`src/rtl/wb_io_ctrl.sv`:
```
`default_nettype none
// ============================================================================
// Module   : wb_io_ctrl
// Purpose  : Wishbone slave for user IO pads: output/enable registers,
//            synchronized inputs and rising-edge interrupt capture.
// Revision : 1.0 - initial release
// ============================================================================
module wb_io_ctrl #(
    parameter logic [31:0] BASE_ADR = 32'h3000_0000,
    parameter int          NIO      = 38
) (
    input  logic             wb_clk_i,
    input  logic             wb_rst_i,
    input  logic             wbs_stb_i,
    input  logic             wbs_cyc_i,
    input  logic             wbs_we_i,
    input  logic [3:0]       wbs_sel_i,
    input  logic [31:0]      wbs_dat_i,
    input  logic [31:0]      wbs_adr_i,
    output logic             wbs_ack_o,
    output logic [31:0]      wbs_dat_o,
    input  logic             io_active,
    input  logic [NIO-1:0]   io_in,
    output logic [NIO-1:0]   io_out,
    output logic [NIO-1:0]   io_oeb,
    output logic             irq
);
    localparam int HI_W = NIO - 32;

    localparam logic [5:0] c_OUT_LO   = 6'd0;
    localparam logic [5:0] c_OUT_HI   = 6'd1;
    localparam logic [5:0] c_OEB_LO   = 6'd2;
    localparam logic [5:0] c_OEB_HI   = 6'd3;
    localparam logic [5:0] c_IN_LO    = 6'd4;
    localparam logic [5:0] c_IN_HI    = 6'd5;
    localparam logic [5:0] c_IRQ_EN   = 6'd6;
    localparam logic [5:0] c_IRQ_STAT = 6'd7;

    logic            w_sel;
    logic            w_access;
    logic            w_wr;
    logic [5:0]      w_off;
    logic [31:0]     w_lane_mask;
    logic [31:0]     w_rdata;
    logic [31:0]     w_rise;
    logic [31:0]     w_w1c;
    logic [31:0]     w_out_hi_new;
    logic [31:0]     w_oeb_hi_new;
    logic            w_unused;

    logic [31:0]     r_out_lo;
    logic [HI_W-1:0] r_out_hi;
    logic [31:0]     r_oeb_lo;
    logic [HI_W-1:0] r_oeb_hi;
    logic [31:0]     r_irq_en;
    logic [31:0]     r_irq_stat;
    logic [NIO-1:0]  r_sync1;
    logic [NIO-1:0]  r_sync2;
    logic [31:0]     r_sync3;

    function automatic logic [31:0] lane_merge(input logic [31:0] old_val,
                                               input logic [31:0] new_val,
                                               input logic [31:0] mask);
        return (old_val & ~mask) | (new_val & mask);
    endfunction

    assign w_sel       = wbs_stb_i & wbs_cyc_i & (wbs_adr_i[31:8] == BASE_ADR[31:8]);
    // An access is taken only on the cycle ack is low, so a held strobe never double-acks.
    assign w_access    = w_sel & ~wbs_ack_o;
    assign w_wr        = w_access & wbs_we_i;
    assign w_off       = wbs_adr_i[7:2];
    assign w_lane_mask = {{8{wbs_sel_i[3]}}, {8{wbs_sel_i[2]}},
                          {8{wbs_sel_i[1]}}, {8{wbs_sel_i[0]}}};
    assign w_rise      = r_sync2[31:0] & ~r_sync3;
    assign w_w1c       = (w_wr && (w_off == c_IRQ_STAT)) ? (wbs_dat_i & w_lane_mask) : 32'h0;
    assign w_out_hi_new = lane_merge(32'(r_out_hi), wbs_dat_i, w_lane_mask);
    assign w_oeb_hi_new = lane_merge(32'(r_oeb_hi), wbs_dat_i, w_lane_mask);
    assign w_unused    = &{1'b0, wbs_adr_i[1:0], w_out_hi_new[31:HI_W], w_oeb_hi_new[31:HI_W]};

    always_comb begin
        w_rdata = 32'h0;
        case (w_off)
            c_OUT_LO:   w_rdata = r_out_lo;
            c_OUT_HI:   w_rdata = 32'(r_out_hi);
            c_OEB_LO:   w_rdata = r_oeb_lo;
            c_OEB_HI:   w_rdata = 32'(r_oeb_hi);
            c_IN_LO:    w_rdata = r_sync2[31:0];
            c_IN_HI:    w_rdata = 32'(r_sync2[NIO-1:32]);
            c_IRQ_EN:   w_rdata = r_irq_en;
            c_IRQ_STAT: w_rdata = r_irq_stat;
            default:    w_rdata = 32'h0;
        endcase
    end

    always_ff @(posedge wb_clk_i) begin
        if (wb_rst_i) begin
            wbs_ack_o  <= 1'b0;
            wbs_dat_o  <= 32'h0;
            r_out_lo   <= 32'h0;
            r_out_hi   <= '0;
            r_oeb_lo   <= 32'hFFFF_FFFF;
            r_oeb_hi   <= '1;
            r_irq_en   <= 32'h0;
            r_irq_stat <= 32'h0;
            r_sync1    <= '0;
            r_sync2    <= '0;
            r_sync3    <= 32'h0;
        end else begin
            wbs_ack_o  <= w_access;
            wbs_dat_o  <= w_access ? w_rdata : 32'h0;
            r_sync1    <= io_in;
            r_sync2    <= r_sync1;
            r_sync3    <= r_sync2[31:0];
            // New edges are OR-ed in after the clear so a coincident rise survives.
            r_irq_stat <= (r_irq_stat & ~w_w1c) | w_rise;
            if (w_wr) begin
                case (w_off)
                    c_OUT_LO: r_out_lo <= lane_merge(r_out_lo, wbs_dat_i, w_lane_mask);
                    c_OUT_HI: r_out_hi <= w_out_hi_new[HI_W-1:0];
                    c_OEB_LO: r_oeb_lo <= lane_merge(r_oeb_lo, wbs_dat_i, w_lane_mask);
                    c_OEB_HI: r_oeb_hi <= w_oeb_hi_new[HI_W-1:0];
                    c_IRQ_EN: r_irq_en <= lane_merge(r_irq_en, wbs_dat_i, w_lane_mask);
                    default: ;
                endcase
            end
        end
    end

    assign io_out = io_active ? {r_out_hi, r_out_lo} : '0;
    assign io_oeb = io_active ? {r_oeb_hi, r_oeb_lo} : '1;
    assign irq    = |(r_irq_stat & r_irq_en);

endmodule
`default_nettype wire

```
`config.mk`:
```
export PLATFORM = sky130hd
export DESIGN_NAME = wb_io_ctrl
export DESIGN_NICKNAME = d
export VERILOG_FILES = /design/src/rtl/wb_io_ctrl.sv
export SDC_FILE = /design/constraint.sdc
export NUM_CORES = 1
export LEC_CHECK = 0
export BUFFER_PORTS_ARGS = -buffer_cell sky130_fd_sc_hd__buf_2
export CORE_MARGIN = 1
export CORE_UTILIZATION = 24
export DETAILED_ROUTE_END_ITERATION = 16
export MAX_ROUTING_LAYER = met4
export PLACE_DENSITY = 0.53
export SLEW_MARGIN = 20
export SYNTH_ARGS = -nofsm -noshare
export SYNTH_HDL_FRONTEND = slang
export SYNTH_SLANG_ARGS = --single-unit
```
`constraint.sdc`:
```
create_clock -name wb_clk_i -period 4.9 [get_ports wb_clk_i]
set_clock_uncertainty 0.05 [all_clocks]
set_input_delay 0.245 -clock wb_clk_i [delete_from_list [all_inputs] [get_ports wb_clk_i]]
set_output_delay 0.245 -clock wb_clk_i [all_outputs]
set_load 0.01 [all_outputs]
```
==> run metrics, run 1 <==
status complete, no violations; DR vias 10198; crit path setup slack, layout 2110 ps; IO Pins 222; nets around 1500; Peak Freq 0.358 GHz; Iteration-0 DRC Markers 741; clock root buffer clkbuf_16; First-pass DRT Iterations 5; Synth Flop Type dfxtp_1; sequential area share after synthesis 0.501; Worst setup SP type flop; Layout fillers between 4000 and 5000; total CTS buffers 31; Final Setup Violations 0; Mapped Avg Cell Area about 9.3 um2; GPL Wtd Cong approximately 0.79; CP top delay family simple AND/OR/NAND/NOR gates; GRT Total Usage 0.171; setup TNS 0 ps; Setup Fix Bufs, Post-CTS 0; Worst Min Path Start wb_rst_i; EDFF count, synth 0; vias per inst 4.98; Slowest-stage cell, CP or4_1; Synth area leader dfxtp_1; worst path arrival time 2500 ps; Hold Crit Class in2reg; Layout area overhead 29.5%; Worst setup EP type output pin; reg2reg start wbs_ack_o$_SDFF_PP0_; number of global-route vias before repair 9929; Die Ht 218 um; antenna violations before repair 0; hold path depth 2; worst-path fanout max 3; Worst-path clk slew around 60 ps; post-synth top area share 0.501; CTS tree done; Leakage 5.16 nW; max cap viols 0; DRC violations left 0; CTS Sinks 281; layout cells sized above 1 0.209; RSZ-0062 raised after global routing no; synthesized instance count about 1200; most instantiated cells after synthesis dfxtp_1, nor2b_1, clkbuf_1; worst-path cell chain a22o_1 -> a221oi_1 -> nand3_1 -> or4_1 -> buf_2; Slew @ Worst Pin 966 ps; crit path buf inv count 1; CTS Buffer Depth 3; # diodes 0; Design Power between 4 and 5 mW; Final Slew Violations 0; grt ovf 0; Slew Limit Headroom 0.356; # rows between 70 and 80; Reg2Reg Depth 4; largest net degree at the start of global routing 149; period utilization 0.570; DRT antenna net count 0; Cell variety after synth 39; PwrDens 341 nW/um2; top post-synthesis cells by area dfxtp_1, nor2b_1, a22oi_1; die area 47700 um2; final wirelength 40.5 mm; IO buf count 219; CTS H-Tree Depth 1; FF-to-FF setup slack 2270 ps; final-report hold violation count 0; first-pass GRT wire length 60.6 mm; FF+latch count, synth 281; worst setup path class reg2out; Max stage delay on crit path 650 ps; syn nets 1315; core footprint 45800 um2; Avg WL per Cell 19.8 um; WHS 133 ps; Skew-Pair Late Insertion Delay between 500 and 600 ps; post-placement worst setup slack 1770 ps; Synthesis Warnings 0; count leader, synth dfxtp_1; Post-synth ARST share 0; DP Wirelength 26.7 mm; Worst VDD drop 168 uV; Post-Syn Area 11200 um2; CP Data Required Time between 4000 and 5000 ps; Starting Density 0.245; Tmin final 2790 ps; die width 218 um
-- layout make-up --
type | instances | area [um2] | area share
repair buffers | 307 | 1960 | 0.135
inverters | 34 | 128 | 0.00877
flip-flops and latches | 281 | 5630 | 0.387
multi-input cells | 770 | 5060 | 0.348
clock buffers | 45 | 898 | 0.0618
well taps | 600 | 751 | 0.0516
clock inverters | 12 | 123 | 0.00843
-- placed cells by master, fill, tap and decap left out, types with 5 or more instances in the layout --
cell	count
o31ai_1	52
dfxtp_1	281
nand3_1	11
buf_4	16
or4_1	8
a31oi_1	32
nor2b_1	108
nand2b_1	40
and2_1	38
a31o_1	6
a32o_1	32
clkbuf_1	7
inv_1	33
nand2_1	49
clkbuf_16	31
a21oi_1	53
a22oi_1	76
clkinvlp_4	5
clkbuf_8	7
buf_2	218
dlygate4sd3_1	70
mux2i_1	50
nor4_1	9
nor2_1	75
and3_1	5
nand4_1	87
clkinv_2	5
a221oi_1	7
-- worst reg2reg max path, stage by stage (launching register included) --
cell and delay, ps:
dfxtp_1 330, nor4_1 230, and4_2 890, and3_1 790, mux2i_1 280
-- cell families (layout without fill, tap and decap cells) --
logic type / Yosys count / in the layout / synth area share
AO/OA/AOI/OAI: 265 / 265 / 0.170
buffers and inverters: 152 / 398 / 0.0546
AND/OR/NAND/NOR: 455 / 455 / 0.230
multiplexers: 50 / 50 / 0.0446
flip-flops: 281 / 281 / 0.501
-- where the power goes --
group	switching (mW)	internal, mW	leakage [nW]
logic	0.134	0.114	2.38
registers	0.0332	2.34	2.29
clock network	0.965	1.37	0.489
total	1.13	3.82	5.16
-- worst max-delay path by stage --
stage | cells after the start | slack, ps | endpoint | startpoint
4_1_cts | 5 | 2070 | irq | r_irq_stat[13]$_SDFF_PP0_
3_5_place_dp | 5 | 1770 | wbs_dat_o[4]$_SDFF_PP0_ | wbs_adr_i[18]
6_report | 5 | 2110 | irq | r_irq_stat[13]$_SDFF_PP0_
5_1_grt | 5 | 2060 | irq | r_irq_stat[13]$_SDFF_PP0_
3_3_place_gp | 5 | 1820 | wbs_dat_o[21]$_SDFF_PP0_ | wbs_adr_i[18]
2_1_floorplan | 7 | 2660 | wbs_dat_o[10]$_SDFF_PP0_ | wbs_adr_i[18]
-- repair_timing --
action,4_1_cts,5_1_grt
endpoints found under the hold margin,166,0
hold buffers,70,0
gates resized for setup,0,0
-- layer usage --
metal  up-vias  GRT usage  wire [um]
li1       4797          -          -
met1      4957      0.229      18600
met2       385      0.261      18400
met3        59     0.0248       2320
met4         0     0.0566       1160
met5         -          -          0
-- through the flow --
stage               instance area [um2]  utilization  instances
global placement                  12800        0.280       1922
global route                      14500        0.318       2049
CTS                               14500        0.318       2049
finish                            14500        0.318       2049
floorplan                         11200            -       1203
detailed placement                12800        0.280       1922
(Power assumes the default switching activity.)
==> run 2, diff against run 1 <==
==> constraint.sdc (replaced) <==
create_clock -name wb_clk_i -period 2.9 [get_ports wb_clk_i]
set_clock_uncertainty 0.05 [all_clocks]
set_input_delay 0.145 -clock wb_clk_i [delete_from_list [all_inputs] [get_ports wb_clk_i]]
set_output_delay 0.145 -clock wb_clk_i [all_outputs]
set_load 0.01 [all_outputs]
==> run 2 against run 1 <==
  * Via count rose by 0.69%
  * Largest power group is now the clock network
  * Largest cell class unchanged
  * Wire length is 0.52% higher
  * Clock power is 110% higher
  * Critical endpoint unchanged
  * Utilization is 1.2 points higher
==> run metrics, run 2 (synthesized netlist as in run 1, its figures left out) <==
status complete, no violations; PwrDens just over 600 nW/um2; final-report hold violation count 0; reg2reg start wbs_ack_o$_SDFF_PP0_; WHS 217 ps; clock root buffer clkbuf_16; CTS tree done; max cap viols 0; total CTS buffers 34; Peak Freq approximately 0.37 GHz; worst setup path class reg2out; Final Setup Violations 0; GPL Wtd Cong 0.827; RSZ-0062 raised after global routing no; CTS H-Tree Depth 2; first-pass GRT wire length around 61 mm; # rows 78; setup TNS 0 ps; Iteration-0 DRC Markers approximately 730; DRC violations left 0; Tmin final around 2700 ps; final wirelength between 40 and 50 mm; DP Wirelength 27.8 mm; Skew-Pair Late Insertion Delay about 540 ps; Setup Fix Bufs, Post-CTS 0; Avg WL per Cell between 15 and 20 um; Worst setup SP type flop; vias per inst 4.93; Worst-path clk slew 60 ps; most frequent cells in the layout dfxtp_1, buf_2, nor2b_1, nand4_1, a22oi_1; CP Data Required Time 2710 ps; grt ovf 0; number of global-route vias before repair 10157; DRT antenna net count 0; commonest non-fill, non-tap cell in the layout dfxtp_1; Worst Min Path Start wbs_adr_i[22]; period utilization 0.932; worst-path fanout max 3; Layout area overhead 34.3%; core footprint 45800 um2; GRT Total Usage 0.172; worst path arrival time 2510 ps; die area 47700 um2; layout cells sized above 1 0.226; nets 1569; Leakage 5.46 nW; DR vias 10268; Worst setup EP type output pin; worst setup path start r_irq_stat[13]$_SDFF_PP0_; Slew Limit Headroom 0.421; Final Slew Violations 0; die width 218 um; CTS Sinks 281; Slew @ Worst Pin 869 ps; Worst VDD drop 335 uV; CTS Buffer Depth 3; First-pass DRT Iterations 5; antenna violations before repair 0; IO buf count 219; Die Ht 218 um; Hold Crit Class in2reg; IO Pins 222; Starting Density 0.245; largest net degree at the start of global routing 183
-- run 2: changes by cell type in the layout (fill, tap and decap cells not counted), moves of 2 or more --
cell        delta
buf_12         +5
buf_4         +23
bufinv_16      +5
clkbuf_1       -2
clkbuf_16      +6
clkinv_2       -4
clkinvlp_4     -5
diode_2        +2
-- run 2: worst paths after layout --
check             cells after the start                      to  slack (ps)
setup reg to reg                      5                    flop         710
hold / removal                        4    wbs_ack_o$_SDFF_PP0_         220
setup / recovery                      5                     irq         200
hold reg to reg                       1  r_sync2[14]$_SDFF_PP0_         380
-- run 2: area by class of cell --
cell class | instances | area (um2)
tap | 600 | 751
antenna | 2 | 5.00
inverter | 34 | 128
multi-input combinational | 770 | 5050
clock buffer | 50 | 1050
timing repair buffer | 336 | 2250
clock inverter | 9 | 226
fill | 4742 | 30700
sequential | 281 | 5630
-- run 2: power by group --
part,internal (mW),switching [mW]
combinational,0.200,0.232
clock,3.14,1.68
sequential,3.95,0.0556
-- run 2: critical path: stages (launching register included) --
cell and delay (ps):
dfxtp_1 330, a22o_1 240, a221oi_1 350, nand3_1 210, or4_1 660, buf_2 200
-- run 2: stage by stage --
stage	util	std cells	power (mW)	setup slack [ps]	instance area, um2
after floorplan	-	1203	4.24	759	11200
after global placement	0.286	1950	4.44	310	13100
after detailed placement	0.286	1950	4.45	276	13100
after CTS	0.329	2080	9.37	203	15100
after global routing	0.329	2080	9.57	179	15100
final	0.330	2082	9.26	196	15100
-- run 2: timing repair --
action | CTS | global route
endpoints found under the hold margin | 173 | 0
resized for setup | 0 | 0
hold buffers | 71 | 0
-- run 2: routing by layer --
| layer | global-route usage | vias up | share of wire |
|---|---|---|---|
| li1 | - | 4873 | - |
| met1 | 0.225 | 4968 | 0.46 |
| met2 | 0.262 | 358 | 0.45 |
| met3 | 0.0327 | 69 | 0.060 |
| met4 | 0.0655 | 0 | 0.030 |
| met5 | - | - | 0 |
